## src/rtl/detector_tom_pkg.sv

```systemverilog
// Shared types and constants for the detector_tom tone decoder.
// Build option DETECTOR_TOM_SYNC_EN adds a two-flop synchronizer on pulso.
package detector_tom_pkg;

    localparam int unsigned CNT_W   = 4;
    localparam int unsigned SEL_W   = 4;
    localparam int unsigned MATCH_W = 3;

    localparam logic [CNT_W-1:0] PER_125 = CNT_W'(8);
    localparam logic [CNT_W-1:0] PER_250 = CNT_W'(4);
    localparam logic [CNT_W-1:0] PER_333 = CNT_W'(3);
    localparam logic [CNT_W-1:0] PER_500 = CNT_W'(2);

    localparam logic [SEL_W-1:0] SEL_NADA = 4'b0000;
    localparam logic [SEL_W-1:0] SEL_125  = 4'b0001;
    localparam logic [SEL_W-1:0] SEL_250  = 4'b0010;
    localparam logic [SEL_W-1:0] SEL_333  = 4'b0100;
    localparam logic [SEL_W-1:0] SEL_500  = 4'b1000;

    typedef enum logic [1:0] {
        OCIOSO  = 2'd0,
        MEDINDO = 2'd1,
        TRAVADO = 2'd2
    } estado_t;

    typedef struct packed {
        logic [SEL_W-1:0] seletor;
        logic             valido;
        logic             erro;
        logic [CNT_W-1:0] periodo;
    } saida_t;

    // Legal period -> one-hot note code; zero marks an illegal period.
    function automatic logic [SEL_W-1:0] periodo_para_codigo(input logic [CNT_W-1:0] per);
        logic [SEL_W-1:0] codigo;
        case (per)
            PER_125: codigo = SEL_125;
            PER_250: codigo = SEL_250;
            PER_333: codigo = SEL_333;
            PER_500: codigo = SEL_500;
            default: codigo = SEL_NADA;
        endcase
        return codigo;
    endfunction

endpackage

```

## src/rtl/detector_tom_if.sv

```systemverilog
// Control and result bundle between the tone decoder and its consumer.
interface detector_tom_if;

    logic                              habilita;
    logic                              pulso;
    logic [detector_tom_pkg::SEL_W-1:0] seletor;
    logic                              valido;
    logic                              erro;
    logic [detector_tom_pkg::CNT_W-1:0] periodo;

    modport master (
        output habilita, pulso,
        input  seletor, valido, erro, periodo
    );

    modport slave (
        input  habilita, pulso,
        output seletor, valido, erro, periodo
    );

endinterface

```

## src/rtl/detector_borda.sv

```systemverilog
// Rising-edge detector for the incoming pulse train.
// DETECTOR_TOM_SYNC_EN: insert a two-flop synchronizer ahead of the edge register.
module detector_borda (
    input  logic clock,
    input  logic reset,
    input  logic i_pulso,
    output logic o_borda_c
);

    logic r_amostra;
    logic r_anterior;

`ifdef DETECTOR_TOM_SYNC_EN
    logic r_sync1;

    always_ff @(posedge clock or negedge reset) begin
        if (!reset) begin
            r_sync1    <= 1'b0;
            r_amostra  <= 1'b0;
            r_anterior <= 1'b0;
        end else begin
            r_sync1    <= i_pulso;
            r_amostra  <= r_sync1;
            r_anterior <= r_amostra;
        end
    end
`else
    always_ff @(posedge clock or negedge reset) begin
        if (!reset) begin
            r_amostra  <= 1'b0;
            r_anterior <= 1'b0;
        end else begin
            r_amostra  <= i_pulso;
            r_anterior <= r_amostra;
        end
    end
`endif

    assign o_borda_c = r_amostra & ~r_anterior;

endmodule

```

## src/rtl/detector_tom.sv

```systemverilog
// Tone decoder: measures pulse period, confirms repeats, reports one-hot note.
// DETECTOR_TOM_SYNC_EN selects the synchronized input path in detector_borda.
module detector_tom
    import detector_tom_pkg::*;
#(
    parameter int unsigned CONFIRMACOES = 2,
    parameter int unsigned TIMEOUT      = 12
) (
    input  logic          clock,
    input  logic          reset,
    detector_tom_if.slave bus
);

    localparam logic [CNT_W-1:0]   CNT_TIMEOUT = CNT_W'(TIMEOUT);
    localparam logic [CNT_W-1:0]   CNT_MAX     = '1;
    localparam logic [MATCH_W-1:0] MATCH_ALVO  = MATCH_W'(CONFIRMACOES);
    localparam logic [MATCH_W-1:0] MATCH_MAX   = '1;

    estado_t            r_estado, w_estado_prox;
    logic [CNT_W-1:0]   r_cnt, w_cnt_prox;
    logic [CNT_W-1:0]   r_ultimo, w_ultimo_prox;
    logic [MATCH_W-1:0] r_match, w_match_prox;
    logic [MATCH_W-1:0] w_match_novo;
    saida_t             r_saida, w_saida_prox;

    logic               w_borda;
    logic [SEL_W-1:0]   w_codigo;
    logic               w_legal;
    logic               w_igual;
    logic [CNT_W-1:0]   w_cnt_inc;

    detector_borda u_borda (
        .clock     (clock),
        .reset     (reset),
        .i_pulso   (bus.pulso),
        .o_borda_c (w_borda)
    );

    // On an edge the counter still holds the distance from the previous edge.
    assign w_codigo     = periodo_para_codigo(r_cnt);
    assign w_legal      = |w_codigo;
    assign w_igual      = (r_cnt == r_ultimo);
    assign w_cnt_inc    = (r_cnt == CNT_MAX) ? r_cnt : r_cnt + CNT_W'(1);
    assign w_match_novo = !w_igual             ? MATCH_W'(1) :
                          (r_match == MATCH_MAX) ? r_match : r_match + MATCH_W'(1);

    always_ff @(posedge clock or negedge reset) begin
        if (!reset) begin
            r_estado <= OCIOSO;
            r_cnt    <= '0;
            r_ultimo <= '0;
            r_match  <= '0;
            r_saida  <= '0;
        end else begin
            r_estado <= w_estado_prox;
            r_cnt    <= w_cnt_prox;
            r_ultimo <= w_ultimo_prox;
            r_match  <= w_match_prox;
            r_saida  <= w_saida_prox;
        end
    end

    always_comb begin
        w_estado_prox     = r_estado;
        w_cnt_prox        = r_cnt;
        w_ultimo_prox     = r_ultimo;
        w_match_prox      = r_match;
        w_saida_prox      = r_saida;
        w_saida_prox.erro = 1'b0;

        if (!bus.habilita) begin
            w_estado_prox = OCIOSO;
            w_cnt_prox    = '0;
            w_ultimo_prox = '0;
            w_match_prox  = '0;
            w_saida_prox  = '0;
        end else begin
            case (r_estado)
                OCIOSO: begin
                    w_cnt_prox = '0;
                    if (w_borda) begin
                        w_estado_prox = MEDINDO;
                        w_cnt_prox    = CNT_W'(1);
                    end
                end
                MEDINDO, TRAVADO: begin
                    // An edge takes priority over a coincident timeout.
                    if (w_borda) begin
                        w_cnt_prox           = CNT_W'(1);
                        w_saida_prox.periodo = r_cnt;
                        if (!w_legal) begin
                            w_estado_prox        = MEDINDO;
                            w_match_prox         = '0;
                            w_saida_prox.erro    = 1'b1;
                            w_saida_prox.valido  = 1'b0;
                            w_saida_prox.seletor = SEL_NADA;
                        end else if (!(r_estado == TRAVADO && w_igual)) begin
                            w_match_prox  = w_match_novo;
                            w_ultimo_prox = r_cnt;
                            if (w_match_novo >= MATCH_ALVO) begin
                                w_estado_prox        = TRAVADO;
                                w_saida_prox.valido  = 1'b1;
                                w_saida_prox.seletor = w_codigo;
                            end else begin
                                w_estado_prox        = MEDINDO;
                                w_saida_prox.valido  = 1'b0;
                                w_saida_prox.seletor = SEL_NADA;
                            end
                        end
                    end else if (r_cnt == CNT_TIMEOUT) begin
                        w_estado_prox        = OCIOSO;
                        w_cnt_prox           = '0;
                        w_match_prox         = '0;
                        w_saida_prox.valido  = 1'b0;
                        w_saida_prox.seletor = SEL_NADA;
                    end else begin
                        w_cnt_prox = w_cnt_inc;
                    end
                end
                default: begin
                    w_estado_prox = OCIOSO;
                    w_cnt_prox    = '0;
                    w_match_prox  = '0;
                    w_saida_prox  = '0;
                end
            endcase
        end
    end

    assign bus.seletor = r_saida.seletor;
    assign bus.valido  = r_saida.valido;
    assign bus.erro    = r_saida.erro;
    assign bus.periodo = r_saida.periodo;

endmodule

```

## src/flat_wrapper.sv

```systemverilog
// flat-port wrapper written by rule: the top's interface ports become plain ports
module detector_tom_flat import detector_tom_pkg::*;
#(
    parameter int unsigned CONFIRMACOES = 2,
    parameter int unsigned TIMEOUT      = 12
)
  (clock, reset, bus_habilita, bus_pulso, bus_seletor, bus_valido, bus_erro, bus_periodo);
  detector_tom_if bus_i ();
  input  logic clock;
  input  logic reset;
  input wire logic [$bits(bus_i.habilita)-1:0] bus_habilita;
  input wire logic [$bits(bus_i.pulso)-1:0] bus_pulso;
  output wire logic [$bits(bus_i.seletor)-1:0] bus_seletor;
  output wire logic [$bits(bus_i.valido)-1:0] bus_valido;
  output wire logic [$bits(bus_i.erro)-1:0] bus_erro;
  output wire logic [$bits(bus_i.periodo)-1:0] bus_periodo;
  assign bus_i.habilita = bus_habilita;
  assign bus_i.pulso = bus_pulso;
  assign bus_seletor = bus_i.seletor;
  assign bus_valido = bus_i.valido;
  assign bus_erro = bus_i.erro;
  assign bus_periodo = bus_i.periodo;
  detector_tom #(.CONFIRMACOES(CONFIRMACOES), .TIMEOUT(TIMEOUT)) u_core (.clock(clock), .reset(reset), .bus(bus_i));
endmodule
```

## config.mk

```make
export PLATFORM = sky130hd
export DESIGN_NAME = detector_tom_flat
export DESIGN_NICKNAME = d
export VERILOG_FILES = /design/src/rtl/detector_tom_pkg.sv /design/src/rtl/detector_tom_if.sv /design/src/rtl/detector_borda.sv /design/src/rtl/detector_tom.sv /design/src/flat_wrapper.sv
export SDC_FILE = /design/constraint.sdc
export NUM_CORES = 1
export LEC_CHECK = 0
export ABC_AREA = 1
export CORE_MARGIN = 1
export CORE_UTILIZATION = 39
export CTS_CLUSTER_SIZE = 25
export DETAILED_ROUTE_END_ITERATION = 6
export SLEW_MARGIN = 5
export SYNTH_ARGS = -nofsm -noshare
export SYNTH_HDL_FRONTEND = slang
export SYNTH_SLANG_ARGS = --single-unit
```

## constraint.sdc

```tcl
create_clock -name clock -period 1.9 [get_ports clock]
set_input_delay 0.38 -clock clock [delete_from_list [all_inputs] [get_ports clock]]
set_output_delay 0.38 -clock clock [all_outputs]
set_load 0.01 [all_outputs]
```

==> results.ini, run 1 <==
[yosys]
syn_area_um2=1520
synth_fp_nets=195
syn_avg_cell_area_um2=8.25
ys_seq_area_share_pct=41.2
postSynthCellCount=184
ys_types=26
yosys_warnings=0
synth-seq-cells=25

[floorplanning]
dieArea_um2=4140
die_h_um=64.4
chipWidth_um=64.4
start_util_pct=41.1
coreArea_um2=3690
rows=22
io_pins=14

[clock_tree]
cts_tree=yes
clock_sinks=25
clkTransAtPathRegs_ns=0.08
cts_root_buf=clkbuf_8
cts_buffers=3
h-tree-depth=1
worstSkewPairLatency_ns=0.27
cts_buffer_depth=2

[routing]
drt_pass1_iterations=4
routed_wl_um=3020
viasPerCell=4.90
vias=1235
ant_nets=0
drc=0
wire_per_inst_um=12.0
drt_iter0_drc=47

[timing]
rsz0062_at_grt=no
worst_pin_slew_ns=0.328
hold_violations=0
drv_slew=0
fin_tns_setup_ns=0
setup_violations=0
worst_clock_skew_ns=0.00440
whs_ns=0.375
period_share_pct=93.2
final.min_clock_period_ns=1.77
fmax_ghz=0.565
relSlewSlack_pct=78.1

[critical_path]
cp-end-kind=register
reg2reg_to=u_core.r_ultimo[0]
r2r_start=u_core.r_cnt[1]
r2r_slack_ns=0.13
startpoint_type=register
critical_path_arrival_ns=1.96
crit_type=reg -> reg
reg2reg_depth=6
crit_fanout=6
required_ns=2.09

[cells_and_area]
diodes=0
layout_common_cells=nand2_1, inv_1, dfrtp_1, nand3_1, clkdlybuf4s50_1
fin_nets=216
drive_above_1_share_pct=19.6
area_growth_pct=17.1
final_common_cell=nand2_1
fin_util_pct=48.2

[placed_design]
io_buffers=13
hpwlAfterDp_um=2400
place_congestion=0.868

[power_and_ir_drop]
p_per_area_nw_per_um2=679
peakVddDrop_mv=0.428
power_leakage_uw=0.000872

[global_routing]
use_met2_pct=26.3
gr-total-overflow=0
grt_most_used_layer=met2
grt_pass1_wl_um=5480
antenna_found_initial=0
grt_pass1_vias=1191
grt_max_degree=26
grt.met3_usage_pct=2.68
use_met1_pct=24.6
grt_usage_pct=17.2

[worst_hold_path]
min_path_cells=0
hold_path.class=reg -> reg
min-delay-start=u_core.u_borda.r_amostra
min_to=u_core.u_borda.r_anterior

[status]
status=finished, final reports clean

[run]
cap_violations=0

-- critical path, cell delays in order (launching register included) --
cell,delay (ns)
dfrtp_2,0.46
inv_2,0.09
ha_1,0.19
nand3_1,0.19
a31oi_1,0.30
nand3_1,0.23
o22ai_1,0.23
-- synthesized netlist by cell type --
master    number  area share [%]
nand2_1       38             9.4
inv_1         27             6.7
dfrtp_1       25              41
nand3_1       17             5.6
o21ai_0        9             3.0
ha_1           7             5.8
nand2_2        7             2.9
nor2_1         7             1.7
nor2_4         7             5.2
o21ai_1        6             2.0
inv_2          5             1.2
o22ai_1        5             2.1
nand4_1        4             1.6
nand2_4        3             2.2
a21oi_1        2            0.66
buf_6          2             1.5
nand3_2        2             1.3
nor2_2         2            0.82
o21ai_2        2             1.2
a31oi_1        1            0.41
nand3_4        1             1.2
nand3b_1       1            0.49
nor3_1         1            0.33
or2_2          1            0.41
xnor2_1        1            0.58
xor2_1         1            0.58
-- cell families (layout without fill, tap and decap cells) --
kind of cell / count (synthesis) / after routing / share of synthesized area (%)
xor+xnor: 2 / 2 / 1.15
compound gates: 25 / 25 / 9.23
buf+inv: 34 / 54 / 9.40
simple gates: 91 / 91 / 33.2
fa+ha+maj: 7 / 7 / 5.77
flops: 25 / 25 / 41.2
-- power breakdown --
group / switching (uW) / internal, uW
logic: 195 / 118
registers: 21.8 / 561
clock network: 162 / 150
-- registers in the layout, summed over array words and instances, names as in the netlist --
name                       cells
u_core.r_match                 3
u_core.u_borda.r_amostra       1
u_core.bus.valido              1
u_core.r_cnt                   4
u_core.u_borda.r_anterior      1
u_core.bus.seletor             4
u_core.r_estado                2
u_core.bus.periodo             4
u_core.r_ultimo                4
u_core.bus.erro                1
-- worst max path at each step --
stage | startpoint | to | slack [ns]
finish | u_core.r_cnt[1] | u_core.r_ultimo[0] | 0.13
global route | u_core.r_cnt[0] | u_core.bus.seletor[3] | 0.02
CTS | u_core.r_cnt[0] | u_core.bus.valido | 0.12
detailed placement | bus_habilita | u_core.bus.periodo[0] | 0.12
global placement | bus_habilita | u_core.bus.periodo[0] | 0.1
floorplan | u_core.r_cnt[0] | u_core.bus.valido | 0.32
-- final cells by class --
class                   count  area (um^2)
fillers                   363         1910
flip-flops and latches     25          627
inverters                  32          120
repair buffers             18          168
well taps                  48         60.1
clock buffers               4         45.0
multi-input cells         125          758
-- repair_timing --
action,in CTS,in global routing
hold buffers,0,0
hold endpoints to repair,0,0
resized for setup,0,3
setup buffers,0,1
endpoints found under the setup margin,0,4
-- metrics by stage --
| step | area (um^2) | cells | total power (uW) | worst slack [ns] |
|---|---|---|---|---|
| floorplan | 1520 | 184 | 797 | 0.321 |
| global placement | 1720 | 247 | 893 | 0.0992 |
| detailed placement | 1720 | 247 | 897 | 0.123 |
| CTS | 1760 | 251 | 1210 | 0.121 |
| global route | 1780 | 252 | 1280 | 0.0234 |
| finish | 1780 | 252 | 1210 | 0.129 |
-- routing by layer --
layer,routed length (um),vias to the layer above
met1,1490,587
li1,-,629
met3,54,6
met2,1420,13
met5,0,-
met4,47,0
Note: power is estimated with default switching activity, not from simulation.
==> inputs of run 2 (changes only) <==
--- a/config.mk
+++ b/config.mk
@@ -5,11 +5,11 @@
 export SDC_FILE = /design/constraint.sdc
 export NUM_CORES = 1
 export LEC_CHECK = 0
-export ABC_AREA = 1
 export CORE_MARGIN = 1
-export CORE_UTILIZATION = 39
+export CORE_UTILIZATION = 40
 export CTS_CLUSTER_SIZE = 25
 export DETAILED_ROUTE_END_ITERATION = 6
+export PLACE_DENSITY_LB_ADDON = 0.25
 export SLEW_MARGIN = 5
 export SYNTH_ARGS = -nofsm -noshare
 export SYNTH_HDL_FRONTEND = slang
==> run 2 against run 1 <==
Compared with the run above: the flow now finishes with violations (setup timing); sequential cell count did not move; wire length rose by 8.4%; sequential share of layout area fell by 3.1 points; total power fell by 4.1%; synthesized cell count fell by 24%; synthesized area fell by 5.4%; non-clock buffer count rose by 28; cell area rose by 10%; critical path type unchanged.
==> results.ini, run 2 <==
[status]
status=complete, but fails checks
failed_checks=setup timing

[floorplanning]
rows=21
dieArea_um2=3830
die_h_um=61.9
coreArea_um2=3390
start_util_pct=42.3
chipWidth_um=61.9
io_pins=14

[yosys]
yosys.area.top_type=dfrtp_1
yosys_warnings=0
ys_top_cells_by_area=dfrtp_1, ha_1, mux2i_1
synth-seq-cells=25
ys.flop_type=dfrtp_1
ys_seq_area_share_pct=43.6
syn_avg_cell_area_um2=10.3
synth-async-reset-ratio_pct=100
synthTopCellsByCount=dfrtp_1, nand2_1, nor2_1
synth_top_area_share_pct=43.6
postSynthCellCount=140
synth_fp_nets=151
syn_area_um2=1440
synth_enable_flop_cells=0
ys_types=41
synth_most_common_cell=dfrtp_1

[timing]
rsz0062_at_grt=yes
worst_slack_ns=-0.0264
period_share_pct=101
relSlewSlack_pct=72.9
whs_ns=0.397
final.min_clock_period_ns=1.93
drv_slew=0
hold_violations=0
fmax_ghz=0.519
setup_violations=5
worst_pin_slew_ns=0.403
worst_clock_skew_ns=0.00799

[clock_tree]
clkTransAtPathRegs_ns=0.14
clock_sinks=25
cts_tree=yes
worstSkewPairLatency_ns=0.32
cts_buffer_depth=2
cts_buffers=3
cts_root_buf=clkbuf_4
h-tree-depth=1
holdBufCountCts=0

[critical_path]
crit_cells=7
required_ns=2.13
crit_type=reg -> reg
crit_path_max_incr_delay_ns=0.48
slowest_stage=dfrtp_2
cp-end-kind=register
startpoint_type=register
crit_fanout=5
critPathTopFamily=compound AO/OA/AOI/OAI gates
reg2reg_depth=7
cp_cell_sequence=inv_4 > ha_4 > nor2b_4 > o32ai_4 > nand3_2 > o21ai_4 > mux2_2
path_buf_inv=1
critical_path_arrival_ns=2.15

[cells_and_area]
layout_common_cells=buf_4, dfrtp_1, nand2_1, clkdlybuf4s50_1
nFillCells=287
finalInstanceArea_um2=1960
fin_util_pct=57.7
final_common_cell=buf_4
diodes=0
area_growth_pct=36.3
drive_above_1_share_pct=33.0
fin_nets=197

[power_and_ir_drop]
power_leakage_uw=0.000839
p_per_area_nw_per_um2=592
peakVddDrop_mv=0.430

[placed_design]
hpwlAfterDp_um=2530
io_buffers=13
dpl-instance-area_um2=1850
place_congestion=0.907

[global_routing]
grt_pass1_vias=1239
antenna_found_initial=0
grt_max_degree=26
gr-total-overflow=0
grt_pass1_wl_um=5560
grt_usage_pct=20.4

[run]
cap_violations=0

[worst_hold_path]
hold_path.class=in -> async

[routing]
drt_iter0_drc=35
drc=0
ant_nets=0
routed_wl_um=3270
vias=1201
drt_pass1_iterations=4
wire_per_inst_um=14.2
viasPerCell=5.20

run 2: cell types whose count changed after synthesis, sizes merged, moves of 5 or more:
cell   delta
inv      -26
mux2      +6
mux2i     +6
nand2    -34
nand3    -14
nor2      -8
nor2b     +8
nor3      +5
o21ai    -11
o22ai     -5
run 2: report_power, final:
part           total, uW  switching, uW  leakage (uW)  internal (uW)
Combinational        345            179      0.000486            167
Clock                240            158     0.0000150           82.2
Sequential           573           21.4      0.000338            551
run 2: what timing repair did:
action                                  CTS  global route
buffers inserted                          6             0
pin swaps                                 4             7
endpoints found under the setup margin   12            13
gates resized for setup                   7             5
run 2: per-layer routing:
metal,GRT usage [%],part of all wire (%),vias to the layer above
met3,3.93,4.4,4
li1,-,-,590
met4,8.25,1.0,0
met2,36.1,49,36
met5,0,0,-
met1,24.2,45,571
run 2: final cells by class:
type / count / area [um^2] / area share [%]
Tap cell: 46 / 57.6 / 2.94
Clock buffer: 4 / 26.3 / 1.34
Inverter: 6 / 25.0 / 1.28
Sequential cell: 25 / 628 / 32.1
Multi-Input combinational cell: 104 / 837 / 42.8
Timing Repair Buffer: 46 / 382 / 19.5
run 2: through the flow:
step | instances | power (uW) | setup TNS, ns | worst slack [ns]
after detailed placement | 222 | 890 | -1.30 | -0.178
after global routing | 231 | 1220 | -1.35 | -0.143
final | 231 | 1160 | -0.100 | -0.0264
after floorplan | 140 | 757 | -0.0349 | -0.00871
after global placement | 222 | 883 | -1.04 | -0.149
after CTS | 232 | 1160 | -0.274 | -0.0529
run 2: cell families (layout without fill, tap and decap cells):
| family | count (synthesis) | after routing | share of synthesized area, % |
|---|---|---|---|
| AO/OA/AOI/OAI | 26 | 26 | 13.9 |
| XOR/XNOR | 5 | 5 | 3.05 |
| adder cells (fa/ha/maj) | 7 | 7 | 6.10 |
| buffers and inverters | 11 | 56 | 3.49 |
| flip-flops | 25 | 25 | 43.6 |
| multiplexers | 12 | 12 | 9.15 |
| AND/OR/NAND/NOR | 54 | 54 | 20.7 |
run 2: worst paths after layout:
path                                          startpoint                   endpoint  slack [ns]
worst min-delay path                               reset      u_core.bus.seletor[0]        0.40
worst max-delay path                     u_core.r_cnt[0]      u_core.bus.seletor[1]       -0.03
min in group clock              u_core.u_borda.r_amostra  u_core.u_borda.r_anterior        0.44
worst min register to register  u_core.u_borda.r_amostra  u_core.u_borda.r_anterior        0.44
worst max register to register           u_core.r_cnt[0]      u_core.bus.seletor[1]       -0.03
max in group asynchronous                          reset            u_core.r_cnt[1]        1.24
run 2: worst reg2reg max path, stage by stage, from the launching register on:
cell     delay [ns]
dfrtp_2        0.48
inv_4          0.10
ha_4           0.17
nor2b_4        0.05
o32ai_4        0.28
nand3_2        0.15
o21ai_4        0.23
mux2_2         0.36
==> inputs of run 3 (changes only) <==
--- a/config.mk
+++ b/config.mk
@@ -9,8 +9,9 @@
 export CORE_UTILIZATION = 40
 export CTS_CLUSTER_SIZE = 25
 export DETAILED_ROUTE_END_ITERATION = 6
+export HOLD_SLACK_MARGIN = 0.12
 export PLACE_DENSITY_LB_ADDON = 0.25
-export SLEW_MARGIN = 5
+export SLEW_MARGIN = 20
 export SYNTH_ARGS = -nofsm -noshare
 export SYNTH_HDL_FRONTEND = slang
 export SYNTH_SLANG_ARGS = --single-unit
==> results of run 3 <==
The final DEF is identical to that of run 2; final timing and power are the same.
